$ cat src/rtl/mem_port_arbiter_pkg.sv
// Shared definitions for the main-memory port arbiter: requester ids,
// FSM state encodings, access counter width and the ack decode helper.
package mem_port_arbiter_pkg;

    // Access counter must hold MEM_LAT-1 for the legal range 1..15.
    localparam int unsigned CNT_W = 4;
    localparam int unsigned ACK_W = 3;

    typedef enum logic [1:0] {
        REQ_FETCH = 2'd0,
        REQ_DATA  = 2'd1,
        REQ_DEBUG = 2'd2
    } req_id_e;

    typedef enum logic [1:0] {
        ST_IDLE   = 2'd0,
        ST_ACCESS = 2'd1,
        ST_DONE   = 2'd2
    } state_e;

    // One-hot ack vector {debug, data, fetch} for a grant id.
    function automatic logic [ACK_W-1:0] ack_onehot(input req_id_e id);
        logic [ACK_W-1:0] v;
        v = '0;
        case (id)
            REQ_FETCH: v = 3'b001;
            REQ_DATA:  v = 3'b010;
            REQ_DEBUG: v = 3'b100;
            default:   v = '0;
        endcase
        return v;
    endfunction

endpackage

$ cat src/rtl/mem_rr_pick.sv
// Combinational grant picker: debug has absolute priority, fetch and data
// share a two-way round robin where the requester not named by rr_ptr wins
// a tie.
// Ports:
//   f_req, d_req, g_req : request lines
//   rr_ptr              : last served fetch/data requester
//   grant_c             : winning requester id
//   grant_vld_c         : at least one request is pending
module mem_rr_pick
    import mem_port_arbiter_pkg::*;
(
    input  logic    f_req,
    input  logic    d_req,
    input  logic    g_req,
    input  req_id_e rr_ptr,
    output req_id_e grant_c,
    output logic    grant_vld_c
);

    always_comb begin
        grant_c     = REQ_FETCH;
        grant_vld_c = f_req | d_req | g_req;
        if (g_req) begin
            grant_c = REQ_DEBUG;
        end else if (f_req && d_req) begin
            grant_c = (rr_ptr == REQ_FETCH) ? REQ_DATA : REQ_FETCH;
        end else if (d_req) begin
            grant_c = REQ_DATA;
        end
    end

endmodule

$ cat src/rtl/mem_port_arbiter.sv
// Shares the single-port main memory between instruction fetch, data access
// and the debug/loader port. One transaction at a time: IDLE arbitrates and
// latches operands, ACCESS holds mem_en for MEM_LAT cycles, DONE pulses the
// matching ack. All outputs are registered.
// Ports:
//   clk, rst_n                         : clock, async active-low reset
//   f_req/f_addr/f_ack                 : fetch requester (read only)
//   d_req/d_we/d_addr/d_wdata/d_ack    : data requester
//   g_req/g_we/g_addr/g_wdata/g_ack    : debug/loader requester
//   rdata                              : last read word, valid in ack cycle
//   busy                               : FSM not idle
//   mem_en/mem_we/mem_addr/mem_wdata   : memory macro control
//   mem_rdata                          : memory read data
module mem_port_arbiter
    import mem_port_arbiter_pkg::*;
#(
    parameter int unsigned ADDR_W  = 8,
    parameter int unsigned DATA_W  = 16,
    parameter int unsigned MEM_LAT = 2
) (
    input  logic              clk,
    input  logic              rst_n,
    input  logic              f_req,
    input  logic [ADDR_W-1:0] f_addr,
    output logic              f_ack,
    input  logic              d_req,
    input  logic              d_we,
    input  logic [ADDR_W-1:0] d_addr,
    input  logic [DATA_W-1:0] d_wdata,
    output logic              d_ack,
    input  logic              g_req,
    input  logic              g_we,
    input  logic [ADDR_W-1:0] g_addr,
    input  logic [DATA_W-1:0] g_wdata,
    output logic              g_ack,
    output logic [DATA_W-1:0] rdata,
    output logic              busy,
    output logic              mem_en,
    output logic              mem_we,
    output logic [ADDR_W-1:0] mem_addr,
    output logic [DATA_W-1:0] mem_wdata,
    input  logic [DATA_W-1:0] mem_rdata
);

    localparam logic [CNT_W-1:0] CNT_LOAD = CNT_W'(MEM_LAT - 1);

    state_e            state_q;
    state_e            state_d;
    req_id_e           grant_q;
    req_id_e           rr_ptr_q;
    req_id_e           pick_id_c;
    logic              pick_vld_c;
    logic [CNT_W-1:0]  cnt_q;
    logic              we_q;
    logic              sel_we_c;
    logic [ADDR_W-1:0] sel_addr_c;
    logic [DATA_W-1:0] sel_wdata_c;
    logic              acc_we_c;
    logic              grant_now_c;
    logic              last_beat_c;

    mem_rr_pick u_pick (
        .f_req       (f_req),
        .d_req       (d_req),
        .g_req       (g_req),
        .rr_ptr      (rr_ptr_q),
        .grant_c     (pick_id_c),
        .grant_vld_c (pick_vld_c)
    );

    // Operand mux for the winner and next-state decode.
    always_comb begin
        state_d     = state_q;
        sel_we_c    = 1'b0;
        sel_addr_c  = f_addr;
        sel_wdata_c = '0;
        grant_now_c = (state_q == ST_IDLE) && pick_vld_c;
        last_beat_c = (state_q == ST_ACCESS) && (cnt_q == '0);

        case (pick_id_c)
            REQ_DATA: begin
                sel_we_c    = d_we;
                sel_addr_c  = d_addr;
                sel_wdata_c = d_wdata;
            end
            REQ_DEBUG: begin
                sel_we_c    = g_we;
                sel_addr_c  = g_addr;
                sel_wdata_c = g_wdata;
            end
            default: begin
                sel_we_c    = 1'b0;
                sel_addr_c  = f_addr;
                sel_wdata_c = '0;
            end
        endcase

        case (state_q)
            ST_IDLE:   if (pick_vld_c) state_d = ST_ACCESS;
            ST_ACCESS: if (last_beat_c) state_d = ST_DONE;
            ST_DONE:   state_d = ST_IDLE;
            default:   state_d = ST_IDLE;
        endcase

        // Write enable seen by the memory during the coming ACCESS cycle.
        acc_we_c = (state_q == ST_IDLE) ? sel_we_c : we_q;
    end

    // State register.
    always_ff @(posedge clk or negedge rst_n) begin
        if (!rst_n) begin
            state_q <= ST_IDLE;
        end else begin
            state_q <= state_d;
        end
    end

    // Transaction latch, access counter, read capture and round-robin pointer.
    always_ff @(posedge clk or negedge rst_n) begin
        if (!rst_n) begin
            grant_q   <= REQ_FETCH;
            rr_ptr_q  <= REQ_FETCH;
            cnt_q     <= '0;
            we_q      <= 1'b0;
            mem_addr  <= '0;
            mem_wdata <= '0;
            rdata     <= '0;
        end else begin
            if (grant_now_c) begin
                grant_q   <= pick_id_c;
                we_q      <= sel_we_c;
                mem_addr  <= sel_addr_c;
                mem_wdata <= sel_wdata_c;
                cnt_q     <= CNT_LOAD;
            end else if ((state_q == ST_ACCESS) && (cnt_q != '0)) begin
                cnt_q <= cnt_q - CNT_W'(1);
            end

            if (last_beat_c && !we_q) begin
                rdata <= mem_rdata;
            end

            // Debug grants do not disturb the fetch/data alternation.
            if ((state_q == ST_DONE) && (grant_q != REQ_DEBUG)) begin
                rr_ptr_q <= grant_q;
            end
        end
    end

    // Registered control outputs, decoded from the next state.
    always_ff @(posedge clk or negedge rst_n) begin
        if (!rst_n) begin
            mem_en                <= 1'b0;
            mem_we                <= 1'b0;
            busy                  <= 1'b0;
            {g_ack, d_ack, f_ack} <= '0;
        end else begin
            mem_en                <= (state_d == ST_ACCESS);
            mem_we                <= (state_d == ST_ACCESS) && acc_we_c;
            busy                  <= (state_d != ST_IDLE);
            {g_ack, d_ack, f_ack} <= (state_d == ST_DONE) ? ack_onehot(grant_q) : ACK_W'(0);
        end
    end

endmodule

$ cat config.mk
export PLATFORM = sky130hd
export DESIGN_NAME = mem_port_arbiter
export DESIGN_NICKNAME = d
export VERILOG_FILES = /design/src/rtl/mem_port_arbiter_pkg.sv /design/src/rtl/mem_rr_pick.sv /design/src/rtl/mem_port_arbiter.sv
export SDC_FILE = /design/constraint.sdc
export NUM_CORES = 1
export LEC_CHECK = 0
export CORE_MARGIN = 3
export CORE_UTILIZATION = 37
export DETAILED_ROUTE_END_ITERATION = 8
export MAX_ROUTING_LAYER = met4
export PLACE_DENSITY_LB_ADDON = 0.25
export RECOVER_POWER = 25
export SLEW_MARGIN = 20
export SYNTH_ARGS = -nofsm -noshare
export SYNTH_HDL_FRONTEND = slang
export SYNTH_SLANG_ARGS = --single-unit
$ cat constraint.sdc
create_clock -name clk -period 1.77 [get_ports clk]
set_input_delay 0.177 -clock clk [delete_from_list [all_inputs] [get_ports clk]]
set_output_delay 0.177 -clock clk [all_outputs]
set_load 0.05 [all_outputs]
==> reports/results.ini, run 1 <==
[routing]
dr_total_vias = 2451
drcViolationCount = 0
wl_mm = 7.90
antenna_left = 0
dr.pass1.iters = 4
first_iter_violations = 138
wire_per_inst_um = 16.9
via_per_inst = 5.26

[sta]
timing.final.crit_share_pct = 96.4
hold_viol = 0
rsz0062_at_grt = false
slew_headroom_pct = 47.8
setup_viol = 0
drv_slew = 0
clock_skew_ps = 7.81
worst_pin_slew_ps = 783
max_freq_ghz = 0.586
fin_crit_ps = 1710

[setup_path]
crit_type = reg -> reg
r2r-end = rdata[0]$_DFFE_PN0P_
critPathCaptureType = flop
required_ps = 1980
reg2regPathDepth = 4
crit_arrival_ps = 1920
rrSetupSlack_ps = 60
worstPathMaxFanout = 8
start_kind = flop
reg2reg_from = state_q[1]$_DFF_PN0_

[cts]
clk_pin_slew_ps = 60
cts_tree = yes
root_buffer = clkbuf_8
cts_htree_levels = 3
numCtsBuffers = 9
clk_latency_ps = 320
cts_max_path_buffers = 2
clock_sink_count = 57

[grt]
grt_max_degree = 58
antenna_found_initial = 0
grt_pass1_wl_mm = 12.3
grt_pass1_vias = 2432
overflow = 0
grt_util_all_layers_pct = 19.2

[floorplanning]
core_sq_um = 6870
io_pins = 125
dieArea_sq_um = 8180
die_h_um = 90.5
start_util_pct = 38.4
dieWidth_um = 90.5
rows = 30

[placed_design]
portBuffers = 124
dp_hpwl_mm = 5.27
placed_cell_area_sq_um = 4000
dp_cells = 446
place_congestion = 0.772

[cells_and_area]
num-fill-cells = 577
postLayoutCoreUtil_pct = 62.0
finalNonFillerCells = 466
drive_gt1_share_pct = 15.1
final_nets = 446
syn_to_final_growth_pct = 61.5
antenna_cells = 0
design_area_sq_um = 4260

[min_path]
min_to = rdata[11]$_DFFE_PN0P_
worstHoldPathType = in -> reg
min_path_cells = 2
min_from = mem_rdata[11]

[pwr]
vdd_ir_drop_max_v = 0.000958
leakage_nw = 1.68
p_per_area_nw_per_um2 = 2000
total_power_w = 0.00853

[logic_synthesis]
syn-instance-count = 236
ys_warn_count = 0
synth_ff_type = dfrtp_1
netlist_area_sq_um = 2640
syn_area_per_cell_sq_um = 11.2
synth_edf_count = 0
synth-seq-cells = 57
syn_nets = 317
yosysSeqAreaShare_pct = 54.1
synth_cell_types = 37
synthArstFlopShare_pct = 100

[status]
status = finished, final reports clean

[job]
timing.max_cap.violations = 0

kinds of logic after synthesis:
logic type | share of synthesized area [%]
compound gates | 23.1
fa+ha+maj | 0.948
buf+inv | 5.69
flops | 54.1
mux | 6.83
simple gates | 9.34
per-stage QoR:
stage | hold WS (ps) | TNS (ps) | worst slack [ps]
after global routing | 442 | 0 | 3.68
after floorplan | -119 | 0 | 0.885
final | 452 | 0 | 63.3
after global placement | 205 | -70.8 | -70.8
after detailed placement | 204 | -262 | -152
after CTS | 386 | 0 | 5.93
worst max path at each step:
stage | startpoint | end | cells past startpoint
after global routing | state_q[1]$_DFF_PN0_ | rdata[2]$_DFFE_PN0P_ | 4
after detailed placement | rr_ptr_q[1]$_DFFE_PN0P_ | mem_we$_DFF_PN0_ | 3
after CTS | cnt_q[0]$_DFFE_PN0P_ | rdata[15]$_DFFE_PN0P_ | 6
final | state_q[1]$_DFF_PN0_ | rdata[0]$_DFFE_PN0P_ | 4
after floorplan | cnt_q[0]$_DFFE_PN0P_ | rdata[10]$_DFFE_PN0P_ | 6
after global placement | rr_ptr_q[1]$_DFFE_PN0P_ | mem_we$_DFF_PN0_ | 3
cell usage after synthesis, drive strengths merged, types with 2 or more instances:
master	n	area, sq um
nor4	2	27.5
or3	3	23.8
buf	6	71.3
a21oi	43	219
dfrtp	57	1430
nand2b	2	12.5
o21ai	13	65.1
nand2	3	11.3
nor2	6	22.5
ha	2	25.0
nor3b	5	37.5
a31oi	8	50.1
clkbuf	14	52.6
inv	7	26.3
nor2b	10	62.6
mux2	16	180
a32oi	25	219
what timing repair did:
item | CTS | global route
hold endpoints to repair | 57 | 0
gates cloned | 0 | 2
gates resized for setup | 1 | 3
setup buffers | 0 | 1
setup endpoints to repair | 6 | 17
hold buffers | 1 | 0
pin swaps | 0 | 2
flip-flops by register name, summed over array words and instances, names as in the netlist:
register,count
mem_wdata,16
rdata,16
mem_addr,8
cnt_q,4
grant_q,2
rr_ptr_q,2
state_q,2
busy,1
d_ack,1
f_ack,1
g_ack,1
mem_en,1
mem_we,1
we_q,1
report_power, final:
group          switching [W]  internal, W
sequential          0.000413      0.00194
clock               0.000491     0.000765
combinational        0.00309      0.00183
final cells by class:
type	count	area, sq um	area share, %
Inverter	7	26.3	0.617
Tap cell	96	120	2.82
Timing Repair Buffer	137	1370	32.2
Sequential cell	57	1430	33.5
Clock inverter	2	35.0	0.822
Multi-Input combinational cell	153	1110	26.0
Clock buffer	14	173	4.05
cell usage in the layout, fill, tap and decap left out, types with 8 or more instances in the layout:
| cell type | instances |
|---|---|
| dfrtp_1 | 57 |
| mux2_2 | 14 |
| clkdlybuf4s50_1 | 121 |
| clkbuf_8 | 12 |
| a31oi_1 | 8 |
| nor2b_1 | 9 |
| buf_4 | 10 |
| a32oi_1 | 25 |
| o21ai_0 | 12 |
| a21oi_1 | 42 |
routing by layer:
layer,part of all wire [%],track usage [%],vias up
li1,-,-,1149
met1,42,23.0,1209
met3,5.2,5.17,8
met2,51,31.5,85
met5,0,-,-
met4,1.4,6.12,0
critical path, stage by stage, from the launching register on:
cell	delay, ps
dfrtp_1	450
nand2b_1	220
nor4_4	360
clkbuf_16	230
mux2_2	330
(Power assumes the default switching activity.)
==> run 2, diff against run 1 <==
--- a/config.mk
+++ b/config.mk
@@ -6,8 +6,9 @@
 export NUM_CORES = 1
 export LEC_CHECK = 0
 export CORE_MARGIN = 3
-export CORE_UTILIZATION = 37
+export CORE_UTILIZATION = 56
 export DETAILED_ROUTE_END_ITERATION = 8
+export DONT_BUFFER_PORTS = 1
 export MAX_ROUTING_LAYER = met4
 export PLACE_DENSITY_LB_ADDON = 0.25
 export RECOVER_POWER = 25
==> run 2 against run 1 <==
Net effect:
- critical path depth increased by 3
- routed wire length down 18%
- highest routed layer unchanged
- worst setup slack gained 11 ps
- first-iteration DRC count fell by 10%
- register-to-register slack about the same
==> reports/results.ini, run 2 (same netlist as run 1, synthesis figures left out) <==
[floorplanning]
core_sq_um = 4440  ; was 6870 sq um
io_pins = 125  ; unchanged
die_h_um = 74.6  ; was 90.5 um
dieArea_sq_um = 5570  ; was 8180 sq um
start_util_pct = 59.4  ; was 38.4%
dieWidth_um = 74.6  ; was 90.5 um
rows = 24  ; was 30

[sta]
fin_crit_ps = 1700  ; was 1710 ps
setup_viol = 0  ; unchanged
slew_headroom_pct = 17.2  ; was 47.8%
drv_slew = 0  ; unchanged
worst_pin_slew_ps = 1240  ; was 783 ps
timing.final.crit_share_pct = 95.8  ; was 96.4%
tns_ps = 0  ; unchanged
max_freq_ghz = 0.590  ; was 0.586 GHz
hold_viol = 0  ; unchanged
clock_skew_ps = 4.71  ; was 7.81 ps
rsz0062_at_grt = false  ; unchanged

[setup_path]
crit_arrival_ps = 1910  ; was 1920 ps
crit_buf_inv = 3  ; was 1
critical-path-top-delay-family = buffers and inverters  ; was simple AND/OR/NAND/NOR gates
crit_type = reg -> reg  ; unchanged
critPathMaxStageDelay_ps = 410  ; was 450 ps
critPathCaptureType = flop  ; unchanged
slowest_stage = dfrtp_1  ; unchanged
path_cells = inv_1 -> ha_4 -> nand2b_4 -> nor4_4 -> buf_4 -> clkbuf_16 -> mux2_2  ; was nand2b_1 -> nor4_4 -> clkbuf_16 -> mux2_2
worstPathMaxFanout = 8  ; unchanged
required_ps = 1980  ; about the same
start_kind = flop  ; unchanged

[routing]
dr_total_vias = 2028  ; was 2451
via_per_inst = 6.54  ; was 5.26
wire_per_inst_um = 20.9  ; was 16.9 um
drcViolationCount = 0  ; unchanged
antenna_left = 0  ; unchanged
dr.pass1.iters = 4  ; unchanged
first_iter_violations = 124  ; was 138
wl_mm = 6.48  ; was 7.90 mm

[cts]
clk_pin_slew_ps = 70  ; was 60 ps
clock_sink_count = 57  ; unchanged
cts_htree_levels = 3  ; unchanged
clk_latency_ps = 330  ; was 320 ps
root_buffer = clkbuf_8  ; unchanged
numCtsBuffers = 9  ; unchanged
cts_max_path_buffers = 2  ; unchanged
cts_tree = yes  ; unchanged

[min_path]
worstHoldPathType = in -> reg  ; unchanged

[grt]
overflow = 0  ; unchanged
grt_max_degree = 58  ; unchanged
grt_util_all_layers_pct = 23.3  ; was 19.2%
grt_pass1_vias = 1852  ; was 2432
grt_pass1_wl_mm = 9.32  ; was 12.3 mm
antenna_found_initial = 0  ; unchanged

[cells_and_area]
syn_to_final_growth_pct = 16.8  ; was 61.5%
drive_gt1_share_pct = 18.6  ; was 15.1%
antenna_cells = 0  ; unchanged
reg.largest.list = mem_wdata x16, rdata x16, mem_addr x8  ; unchanged
postLayoutCoreUtil_pct = 69.4  ; was 62.0%
layout_common_cells = dfrtp_1, a21oi_1, a32oi_1  ; was clkdlybuf4s50_1, dfrtp_1, a21oi_1
final_common_cell = dfrtp_1  ; was clkdlybuf4s50_1
final_nets = 334  ; was 446
num-fill-cells = 324  ; was 577

[pwr]
leakage_nw = 1.24  ; was 1.68 nW
vdd_ir_drop_max_v = 0.00138  ; was 0.000958 V
p_per_area_nw_per_um2 = 2370  ; was 2000 nW/um^2

[placed_design]
place_congestion = 0.857  ; was 0.772
dp_hpwl_mm = 4.29  ; was 5.27 mm
portBuffers = 0  ; was 124

[status]
status = finished, final reports clean  ; unchanged

[job]
timing.max_cap.violations = 0  ; unchanged

[run 2: cell types whose count changed in the layout (fill, tap and decap cells not counted), sizes merged]
cell and change:
o21ai -1, dlygate4sd3 +16, clkinv +1, clkdlybuf4s50 -121
clkbuf -4, buf -5, clkinvlp +2
[run 2: path summary, 6_finish.rpt]
check	end	start	depth (start not counted)	slack [ps]
max	rdata[15]$_DFFE_PN0P_	cnt_q[0]$_DFFE_PN0P_	7	70
min	rdata[8]$_DFFE_PN0P_	mem_rdata[8]	1	10
max reg2reg	rdata[15]$_DFFE_PN0P_	cnt_q[0]$_DFFE_PN0P_	7	70
min reg2reg	f_ack$_DFF_PN0_	grant_q[1]$_DFFE_PN0P_	1	520
max in group asynchronous	d_ack$_DFF_PN0_	rst_n	2	300
min in group asynchronous	state_q[0]$_DFF_PN0_	rst_n	2	720
[run 2: routing by layer]
metal	wire length [um]	global-route usage, %	part of all wire (%)
met5	0	-	0
met4	61	6.72	0.94
met3	503	7.48	7.8
met2	3230	36.2	50
met1	2680	29.5	41
[run 2: cell type report]
cell class                 count  area, sq um  share of cell area, %
timing repair buffer          26          278                   9.01
tap                           52         65.1                   2.11
multi-input combinational    152         1090                   35.4
clock inverter                 5         55.1                   1.79
clock buffer                  11          141                   4.59
inverter                       7         26.3                  0.852
sequential                    57         1430                   46.3
[run 2: timing repair]
item,4_1_cts,5_1_grt
buffers inserted,0,1
hold buffers,18,0
gates resized for setup,0,1
endpoints found under the setup margin,0,16
endpoints found under the hold margin,73,0
[run 2: power by group]
| part | internal (W) | switching [W] |
|---|---|---|
| logic | 0.000892 | 0.000986 |
| registers | 0.00191 | 0.00233 |
| clock network | 0.000683 | 0.000521 |
[run 2: stage by stage]
stage	hold slack [ps]	area, sq um	std cells	total power [W]	setup slack, ps
after detailed placement	-117	2670	274	0.00600	66.5
final	10.9	3080	310	0.00731	74.0
after floorplan	-119	2650	236	0.00555	0.885
after global routing	8.18	3080	310	0.00769	8.95
after global placement	-117	2670	274	0.00591	120
after CTS	3.99	3060	308	0.00727	54.5
